===== src/rtl/capture_pkg.sv =====
// Shared types and sizes for the serial capture path.
package capture_pkg;

    localparam int WORD_W    = 32;
    localparam int CNT_W     = 16;
    localparam int BIT_CNT_W = $clog2(WORD_W) + 1;

    typedef enum logic [2:0] {
        IDLE  = 3'd0,
        ARMED = 3'd1,
        SHIFT = 3'd2,
        PUSH  = 3'd3,
        DONE  = 3'd4
    } capture_state_t;

endpackage


===== src/rtl/capture_unit_if.sv =====
// Write-FIFO push port: the capture unit is master, the FIFO is slave.
interface capture_unit_if #(
    parameter int WORD_W = capture_pkg::WORD_W
);

    logic [WORD_W-1:0] sendData;
    logic              pulseWrite;
    logic              fifoFull;

    modport master (output sendData, output pulseWrite, input fifoFull);
    modport slave  (input sendData, input pulseWrite, output fifoFull);

endinterface


===== src/rtl/capture_unit_sync_edge.sv =====
// N-bit two-flop synchronizer with a one-cycle rising-edge pulse on bit 0.
module sync_edge #(
    parameter int N = 3
) (
    input  logic         clk,
    input  logic         resetN,
    input  logic [N-1:0] d,
    output logic [N-1:1] q,
    output logic         rise
);

    logic [N-1:0] meta_p0;
    logic [N-1:0] sync_p1;
    logic         prev_p2;

    always_ff @(posedge clk or negedge resetN) begin
        if (!resetN) begin
            meta_p0 <= '0;
            sync_p1 <= '0;
            prev_p2 <= 1'b0;
        end else begin
            meta_p0 <= d;
            // stage 1 -> stage 2 -> edge history
            sync_p1 <= meta_p0;
            prev_p2 <= sync_p1[0];
        end
    end

    assign q    = sync_p1[N-1:1];
    assign rise = sync_p1[0] & ~prev_p2;

endmodule


===== src/rtl/capture_unit.sv =====
// Serial-to-parallel capture: packs qualified bits MSB-first into words and pushes them to the write FIFO.
module capture_unit
    import capture_pkg::*;
(
    input  logic             clk,
    input  logic             resetN,
    input  logic             enable,
    input  logic [CNT_W-1:0] captureNum,
    input  logic             sampleClk,
    input  logic             dIn,
    input  logic             dEnable,
    capture_unit_if.master   wr,
    output logic             complete,
    output logic             overflow
);

    capture_state_t         state;
    logic [WORD_W-1:0]      shreg;
    logic [WORD_W-1:0]      word_q;
    logic [BIT_CNT_W-1:0]   bit_cnt;
    logic [CNT_W-1:0]       word_cnt;
    logic [CNT_W-1:0]       word_next;
    logic [CNT_W-1:0]       target;
    logic [2:1]             sync_q;
    logic                   strobe;
    logic                   sample;
    logic                   push_ok;

    sync_edge #(.N(3)) u_sync (
        .clk    (clk),
        .resetN (resetN),
        .d      ({dEnable, dIn, sampleClk}),
        .q      (sync_q),
        .rise   (strobe)
    );

    assign sample    = strobe & sync_q[2];
    assign word_next = word_cnt + 1'b1;

    // The push is presented in the PUSH cycle itself; a falling enable suppresses it.
    assign push_ok       = (state == PUSH) & enable & ~wr.fifoFull;
    assign wr.pulseWrite = push_ok;
    assign wr.sendData   = push_ok ? shreg : word_q;
    assign complete      = (state == DONE);

    always_ff @(posedge clk or negedge resetN) begin
        if (!resetN) begin
            state    <= IDLE;
            shreg    <= '0;
            word_q   <= '0;
            bit_cnt  <= '0;
            word_cnt <= '0;
            target   <= '0;
            overflow <= 1'b0;
        end else if (!enable) begin
            state    <= IDLE;
            bit_cnt  <= '0;
            overflow <= 1'b0;
        end else begin
            case (state)
                IDLE: begin
                    state    <= ARMED;
                    target   <= captureNum;
                    bit_cnt  <= '0;
                    word_cnt <= '0;
                    overflow <= 1'b0;
                end
                ARMED: begin
                    if (target == '0) begin
                        state <= DONE;
                    end else if (sample) begin
                        shreg   <= {shreg[WORD_W-2:0], sync_q[1]};
                        bit_cnt <= BIT_CNT_W'(1);
                        state   <= SHIFT;
                    end
                end
                SHIFT: begin
                    if (sample) begin
                        shreg   <= {shreg[WORD_W-2:0], sync_q[1]};
                        bit_cnt <= bit_cnt + 1'b1;
                        if (bit_cnt == BIT_CNT_W'(WORD_W - 1)) begin
                            state <= PUSH;
                        end
                    end
                end
                PUSH: begin
                    // A full FIFO drops the word but it still counts toward the request.
                    if (wr.fifoFull) begin
                        overflow <= 1'b1;
                    end else begin
                        word_q <= shreg;
                    end
                    word_cnt <= word_next;
                    bit_cnt  <= '0;
                    state    <= (word_next == target) ? DONE : SHIFT;
                end
                DONE: begin
                    state <= DONE;
                end
                default: begin
                    state <= IDLE;
                end
            endcase
        end
    end

endmodule


===== src/flat_wrapper.sv =====
// flat-port wrapper written by rule: the top's interface ports become plain ports
module capture_unit_flat import capture_pkg::*;
  (clk, resetN, enable, captureNum, sampleClk, dIn, dEnable, complete, overflow, wr_sendData, wr_pulseWrite, wr_fifoFull);
  capture_unit_if wr_i ();
  input  logic clk;
  input  logic resetN;
  input  logic enable;
  input  logic [CNT_W-1:0] captureNum;
  input  logic sampleClk;
  input  logic dIn;
  input  logic dEnable;
  output logic complete;
  output logic overflow;
  output wire logic [$bits(wr_i.sendData)-1:0] wr_sendData;
  output wire logic [$bits(wr_i.pulseWrite)-1:0] wr_pulseWrite;
  input wire logic [$bits(wr_i.fifoFull)-1:0] wr_fifoFull;
  assign wr_sendData = wr_i.sendData;
  assign wr_pulseWrite = wr_i.pulseWrite;
  assign wr_i.fifoFull = wr_fifoFull;
  capture_unit u_core (.clk(clk), .resetN(resetN), .enable(enable), .captureNum(captureNum), .sampleClk(sampleClk), .dIn(dIn), .dEnable(dEnable), .wr(wr_i), .complete(complete), .overflow(overflow));
endmodule

===== config.mk =====
export PLATFORM = sky130hd
export DESIGN_NAME = capture_unit_flat
export DESIGN_NICKNAME = d
export VERILOG_FILES = /design/src/rtl/capture_pkg.sv /design/src/rtl/capture_unit_if.sv /design/src/rtl/capture_unit_sync_edge.sv /design/src/rtl/capture_unit.sv /design/src/flat_wrapper.sv
export SDC_FILE = /design/constraint.sdc
export NUM_CORES = 1
export LEC_CHECK = 0
export BUFFER_PORTS_ARGS = -buffer_cell sky130_fd_sc_hd__buf_2
export CAP_MARGIN = 15
export CORE_MARGIN = 2
export CORE_UTILIZATION = 59
export CTS_BUF_LIST = sky130_fd_sc_hd__clkbuf_16
export DETAILED_ROUTE_END_ITERATION = 7
export GPL_ROUTABILITY_DRIVEN = 0
export GPL_TIMING_DRIVEN = 0
export PLACE_DENSITY = 0.8
export SYNTH_ARGS = -nofsm -noshare
export SYNTH_HDL_FRONTEND = slang
export SYNTH_SLANG_ARGS = --single-unit

===== constraint.sdc =====
create_clock -name clk -period 3.1 [get_ports clk]
set_input_delay 0.31 -clock clk [delete_from_list [all_inputs] [get_ports clk]]
set_output_delay 0.31 -clock clk [all_outputs]
set_load 0.02 [all_outputs]

==> metrics.md, run 1 <==
| Metric | Value |
|---|---|
| Max_cap viols | `0` |
| Synth Instances | `470` |
| Initial Util | `~60%` |
| Avg Inst Size Synth | `approximately 12 sq um` |
| Setup crit end kind | `register` |
| Fraction of registers with async set/reset | `100.0%` |
| Area Overhead vs Synth | `19.31%` |
| Die height | `about 100 um` |
| FF-to-FF path depth | `8` |
| Worst min path class | `in2reg` |
| Crit path largest cell delay | `around 0.64 ns` |
| GRT Total Usage | `25.43%` |
| Max-slew violation count | `0` |
| CTS HTree Levels | `4` |
| Num CTS Buffers | `17` |
| DP Wirelength | `between 7000 and 8000 um` |
| Setup violations, final | `0` |
| CTS sink count | `around 110` |
| Pleak | `around 3.2 nW` |
| Fin. Hold Viols | `0` |
| CTS Buffer Depth | `2` |
| Post-synth EDFFs | `0` |
| Ys flop type | `dfrtp_1` |
| DR vias/cell | `6.103` |
| Largest net degree at the start of global routing | `62` |
| Max IR drop VDD | `about 500 uV` |
| Die X | `between 100 and 150 um` |
| Post-CTS setup buffers | `0` |
| CP required | `3.44 ns` |
| Final period util | `a little over nine tenths` |
| PwrDens | `around 570 mW/mm^2` |
| Total die area | `between 0.01 and 0.015 sq mm` |
| Row cnt | `35` |
| Synth cell types | `53` |
| Dpl ws | `~0.2 ns` |
| Wire length per cell | `between 15 and 20 um` |
| Post-synth top area share | `between 50% and 60%` |
| Leading post-synthesis cells by cell area | `dfrtp_1, mux2_2, o21ai_0` |
| Antenna-violating nets left | `0` |
| Post-synthesis sequential area ratio | `roughly half` |
| HP Start | `captureNum[3]` |
| Synth area leader | `dfrtp_1` |
| Origin of the critical flop-to-flop path | `u_core.word_cnt[0]$_DFFE_PN0P_` |
| Final worst setup slack | `about 0.16 ns` |
| RSZ-0062 raised after global routing | `no` |
| FF-to-FF setup slack | `approximately 0.16 ns` |
| Layout Utilization | `between 70% and 80%` |
| CTS tree | `built` |
| Antenna violations before repair | `0` |
| CP Max Fanout | `10` |
| Root buffer selected by CTS | `clkbuf_16` |
| Achievable Freq | `approximately 0.34 GHz` |
| WS Path Type | `reg2reg` |
| Number of global-route vias before repair | `4068` |
| Minimum clock period after layout | `a little under 3 ns` |
| Status | `finished, final reports clean` |
| First-pass GRT wire length | `slightly below 20000 um` |
| DRT iter0 DRCs | `roughly 290` |
| Worst hold path depth | `2` |
| Total power | `approximately 3.8 mW` |
| Clock transition at path regs | `~0.050 ns` |
| Synth warn | `0` |
| WL final | `12080 um` |
| WHS | `0.1354 ns` |
| Fill cell count | `635` |
| Setup TNS | `0 ns` |
| Least-Margin Pin Slew | `around 0.83 ns` |
| Rel. slew slack | `around 44%` |
| DRC | `0` |
| Startpoint types | `register` |
| Syn_nets | `around 500` |
| Cell Area, Synth | `0.005567 sq mm` |
| Arrival @ worst endpoint | `3.28 ns` |
| DR pass1 iterations | `5` |
| Share of layout cells above drive strength 1 | `40.04%` |
| Vias | `4107` |
| Hold EP | `u_core.target[3]$_DFFE_PN0P_` |
| Worst reg2reg path endpoint | `u_core.state[2]$_DFFE_PN0P_` |
| PortBufs | `57` |
| Global route overflow | `0` |
| Layout Skew | `about 0.013 ns` |
| Critical-path cell list | `ha_1, nand3_2, buf_2, or3_1, a211oi_1, o2111ai_1, a2111oi_2, a41o_1` |
| Slowest-stage cell, CP | `a2111oi_2` |
| Core area | `between 0.009 and 0.01 sq mm` |
| #FFs+latches synth | `~110` |
| Clock latency on the worst-skew pair | `0.41 ns` |
| IO Count | `58` |
| # nets final | `between 500 and 600` |
| Inserted Diodes | `0` |
through the flow:
stage	cells	area (sq um)
after floorplan	470	5567
after global placement	638	5991
after detailed placement	639	6021
after CTS	673	6638
after global routing	673	6641
final	673	6641
where the power goes:
| group | internal, mW | switching, mW |
|---|---|---|
| clock network | 1.19 | 0.724 |
| logic | 0.124 | 0.129 |
| registers | 1.54 | 0.0696 |
| total | 2.85 | 0.923 |
how the worst max path moves through the flow:
stage                                        start                     endpoint  slack [ns]
CTS                    u_core.state[2]$_DFFE_PN0P_              wr_sendData[30]        0.09
finish              u_core.word_cnt[0]$_DFFE_PN0P_  u_core.state[2]$_DFFE_PN0P_        0.16
global route        u_core.word_cnt[0]$_DFFE_PN0P_  u_core.state[2]$_DFFE_PN0P_       0.007
detailed placement                          enable              wr_sendData[30]        0.20
global placement       u_core.state[1]$_DFFE_PN0P_              wr_sendData[21]        0.24
floorplan           u_core.word_cnt[0]$_DFFE_PN0P_  u_core.state[2]$_DFFE_PN0P_        0.75
synthesized netlist by cell type (10+ instances only):
master,number
o21ai_0,31
clkbuf_1,11
dfrtp_1,113
nand3_1,14
nand2_1,24
nor2_1,23
mux2_2,111
xnor2_1,12
buf_2,10
final cells by class:
class	instances	area, sq um	share of cell area (%)
clock buffers	17	425.4	6.405
repair buffers	62	355.3	5.350
inverters	4	15.01	0.2261
plain buffers	26	121.4	1.827
flip-flops and latches	113	2829	42.60
multi-input cells	325	2599	39.13
well taps	111	138.9	2.091
clock inverters	15	157.7	2.374
critical path, delay by kind of cell, from the launching register on:
| kind | cells | cell delay, ns |
|---|---|---|
| AO/OA/AOI/OAI | 4 | 1.37 |
| AND/OR/NAND/NOR | 2 | 0.54 |
| flip-flops | 1 | 0.45 |
| adder cells (fa/ha/maj) | 1 | 0.32 |
| buffers and inverters | 1 | 0.21 |
timing repair:
item / 4_1_cts / 5_1_grt
resized for setup: 1 / 2
gates cloned: 0 / 0
pin swaps: 0 / 0
endpoints found under the setup margin: 32 / 32
endpoints found under the hold margin: 55 / 0
hold buffers: 4 / 0
state kept, by name, summed over array words and instances, names as in the netlist:
name                   count
u_core.u_sync.meta_p0      3
u_core.word_cnt           16
u_core.u_sync.sync_p1      3
u_core.bit_cnt             6
u_core.word_q             32
u_core.overflow            1
u_core.shreg              32
u_core.u_sync.prev_p2      1
u_core.state               3
u_core.target             16
routing by layer:
layer | vias to the layer above | routed length [um] | GRT usage, %
met3 | 34 | 825 | 8.351
li1 | 1893 | - | -
met1 | 2028 | 5090 | 32.33
met5 | - | 0 | 0
met4 | 0 | 325 | 11.75
met2 | 152 | 5842 | 39.84
cells by family (layout without fill, tap and decap cells):
logic type / count (synthesis) / in the layout / synth area share [%]
adders and majority gates: 2 / 2 / 0.4495
muxes: 114 / 114 / 22.99
xor gates and xnor gates: 20 / 20 / 3.147
DFF: 113 / 113 / 50.80
buffers and inverters: 32 / 124 / 2.562
AOI/OAI and AO/OA: 73 / 73 / 8.766
and+or+nand+nor: 116 / 116 / 11.28
cells in the final DEF (no fill, tap or decap), types with 12 or more instances in the layout:
master and count:
nor2_1 23, nand3_1 14, clkbuf_16 17, nand2_1 24, xnor2_1 12, buf_2 66, dfrtp_1 112, mux2_2 111
o21ai_0 31
Power figures use the tool's default switching activity.
==> run 2, diff against run 1 <==
--- a/config.mk
+++ b/config.mk
@@ -7,6 +7,7 @@
 export LEC_CHECK = 0
 export BUFFER_PORTS_ARGS = -buffer_cell sky130_fd_sc_hd__buf_2
 export CAP_MARGIN = 15
+export CORE_ASPECT_RATIO = 1.25
 export CORE_MARGIN = 2
 export CORE_UTILIZATION = 59
 export CTS_BUF_LIST = sky130_fd_sc_hd__clkbuf_16
@@ -14,6 +15,7 @@
 export GPL_ROUTABILITY_DRIVEN = 0
 export GPL_TIMING_DRIVEN = 0
 export PLACE_DENSITY = 0.8
+export RECOVER_POWER = 25
 export SYNTH_ARGS = -nofsm -noshare
 export SYNTH_HDL_FRONTEND = slang
 export SYNTH_SLANG_ARGS = --single-unit
==> metrics.md, run 2 (synthesis gave the netlist of run 1 again) <==
| Metric | Value |
|---|---|
| Status | `finished, final reports clean` |
| CP Max Fanout | `12` |
| Clock latency on the worst-skew pair | `between 0.4 and 0.5 ns` |
| Largest net degree at the start of global routing | `between 60 and 70` |
| Wire length per cell | `around 18 um` |
| Post-CTS setup buffers | `0` |
| Post-route cell area | `between 0.006 and 0.007 sq mm` |
| DRC | `0` |
| Total power | `3.756 mW` |
| DP Wirelength | `~8000 um` |
| Final worst setup slack | `0.1418 ns` |
| Die X | `roughly 90 um` |
| Setup violations, final | `0` |
| Setup TNS | `0 ns` |
| Vias | `4179` |
| FF-to-FF setup slack | `approximately 0.33 ns` |
| Fill cell count | `just under 700` |
| Initial Util | `60.68%` |
| Num CTS Buffers | `17` |
| Arrival @ worst endpoint | `2.65 ns` |
| Share of layout cells above drive strength 1 | `39.22%` |
| Inserted Diodes | `0` |
| GRT Total Usage | `25.73%` |
| # nets final | `between 500 and 600` |
| Root buffer selected by CTS | `clkbuf_16` |
| DRT iter0 DRCs | `roughly 300` |
| Least-Margin Pin Slew | `around 1.3 ns` |
| PortBufs | `57` |
| Number of global-route vias before repair | `4254` |
| Register area | `0.002829 sq mm` |
| Max IR drop VDD | `418.4 uV` |
| CTS tree | `built` |
| Non-Filler Instances | `~680` |
| Die height | `between 100 and 150 um` |
| Setup crit end kind | `primary output` |
| WS Path Type | `reg2out` |
| RSZ-0062 raised after global routing | `no` |
| FF-to-FF path depth | `8` |
| Most frequent cells in the layout | `dfrtp_1, mux2_2, buf_2` |
| Hold EP | `u_core.target[3]$_DFFE_PN0P_` |
| Global route overflow | `0` |
| Startpoint types | `register` |
| CTS sink count | `about 110` |
| HP Start | `captureNum[3]` |
| Achievable Freq | `0.3380 GHz` |
| Dpl cells | `about 650` |
| Row cnt | `39` |
| Layout Skew | `between 0.009 and 0.01 ns` |
| Placed Area | `a little over 0.006 sq mm` |
| Clock transition at path regs | `0.05 ns` |
| Most common cell after layout, fill and taps aside | `dfrtp_1` |
| Antenna violations before repair | `0` |
| WL final | `12310 um` |
| Origin of the critical flop-to-flop path | `u_core.word_cnt[0]$_DFFE_PN0P_` |
| First-pass GRT wire length | `between 20000 and 25000 um` |
| Final period util | `95.43%` |
| CP required | `roughly 2.8 ns` |
| Antenna-violating nets left | `0` |
| DR vias/cell | `6.110` |
| Worst min path class | `in2reg` |
| Total die area | `between 0.01 and 0.015 sq mm` |
| Rel. slew slack | `11.66%` |
| PwrDens | `between 500 and 600 mW/mm^2` |
| Area of the multi-input gates | `0.002599 sq mm` |
| Worst reg2reg path endpoint | `u_core.state[2]$_DFFE_PN0P_` |
| WHS | `0.1380 ns` |
| Fin. Hold Viols | `0` |
| Max-slew violation count | `0` |
| DR pass1 iterations | `5` |
| Max_cap viols | `0` |
| CTS HTree Levels | `4` |
| Dpl ws | `between 0.2 and 0.25 ns` |
| Core area | `0.009174 sq mm` |
| Layout Utilization | `about 72%` |
| CTS Buffer Depth | `2` |
| Minimum clock period after layout | `2.958 ns` |
| Worst hold path depth | `2` |
| Regs by FF count | `u_core.shreg: 32 flops, u_core.word_q: 32 flops` |
| Pleak | `~3.2 nW` |
| IO Count | `slightly below 60` |
| Area Overhead vs Synth | `18.99%` |
-- run 2: cell count changes in the layout (fill, tap and decap cells not counted), sizes merged --
| cell | change |
|---|---|
| buf | -3 |
| bufinv | +1 |
| clkbuf | +3 |
| clkinvlp | -1 |
| inv | -1 |
-- run 2: timing repair --
action	4_1_cts	5_1_grt
endpoints found under the setup margin	32	32
hold buffers	4	0
gates cloned	0	0
pin swaps	0	0
resized for setup	1	2
endpoints found under the hold margin	56	0
-- run 2: worst max-delay path, cell delays in order, from the launching register on --
cell      delay [ns]
dfrtp_1         0.58
nand3_1         0.27
nor2_1          0.26
clkbuf_2        0.28
buf_2           0.31
mux2_2          0.38
buf_2           0.17
-- run 2: metal layers --
layer	share of wire, %	wire length (um)	vias to the layer above	GRT usage (%)
met2	52	6399	169	43.98
met3	5.7	697	38	7.785
met4	2.9	355	0	11.11
li1	-	-	1886	-
met1	39	4857	2086	30.18
met5	0	0	-	0
-- run 2: how the worst max path moves through the flow --
stage                                               from                          end  slack, ns  depth (start not counted)
after floorplan           u_core.word_cnt[0]$_DFFE_PN0P_  u_core.state[2]$_DFFE_PN0P_       0.75                          7
after global placement       u_core.state[1]$_DFFE_PN0P_               wr_sendData[5]       0.26                          7
after detailed placement     u_core.state[1]$_DFFE_PN0P_               wr_sendData[5]       0.22                          7
after CTS                    u_core.state[2]$_DFFE_PN0P_               wr_sendData[2]       0.07                          7
after global routing         u_core.state[0]$_DFFE_PN0P_               wr_sendData[2]       0.03                          6
final                        u_core.state[0]$_DFFE_PN0P_               wr_sendData[2]       0.14                          6
-- run 2: layout make-up --
class,count,share of cell area (%)
Buffer,26,1.832
Clock buffer,17,6.422
Clock inverter,14,2.248
Inverter,4,0.2267
Multi-Input combinational cell,325,39.23
Sequential cell,113,42.71
Tap cell,123,2.323
Timing Repair Buffer,62,5.006
-- run 2: power breakdown --
part           internal [mW]  leakage (nW)  switching, mW
clock                   1.24         0.288          0.652
sequential              1.54          1.52         0.0716
combinational          0.121          1.40          0.135
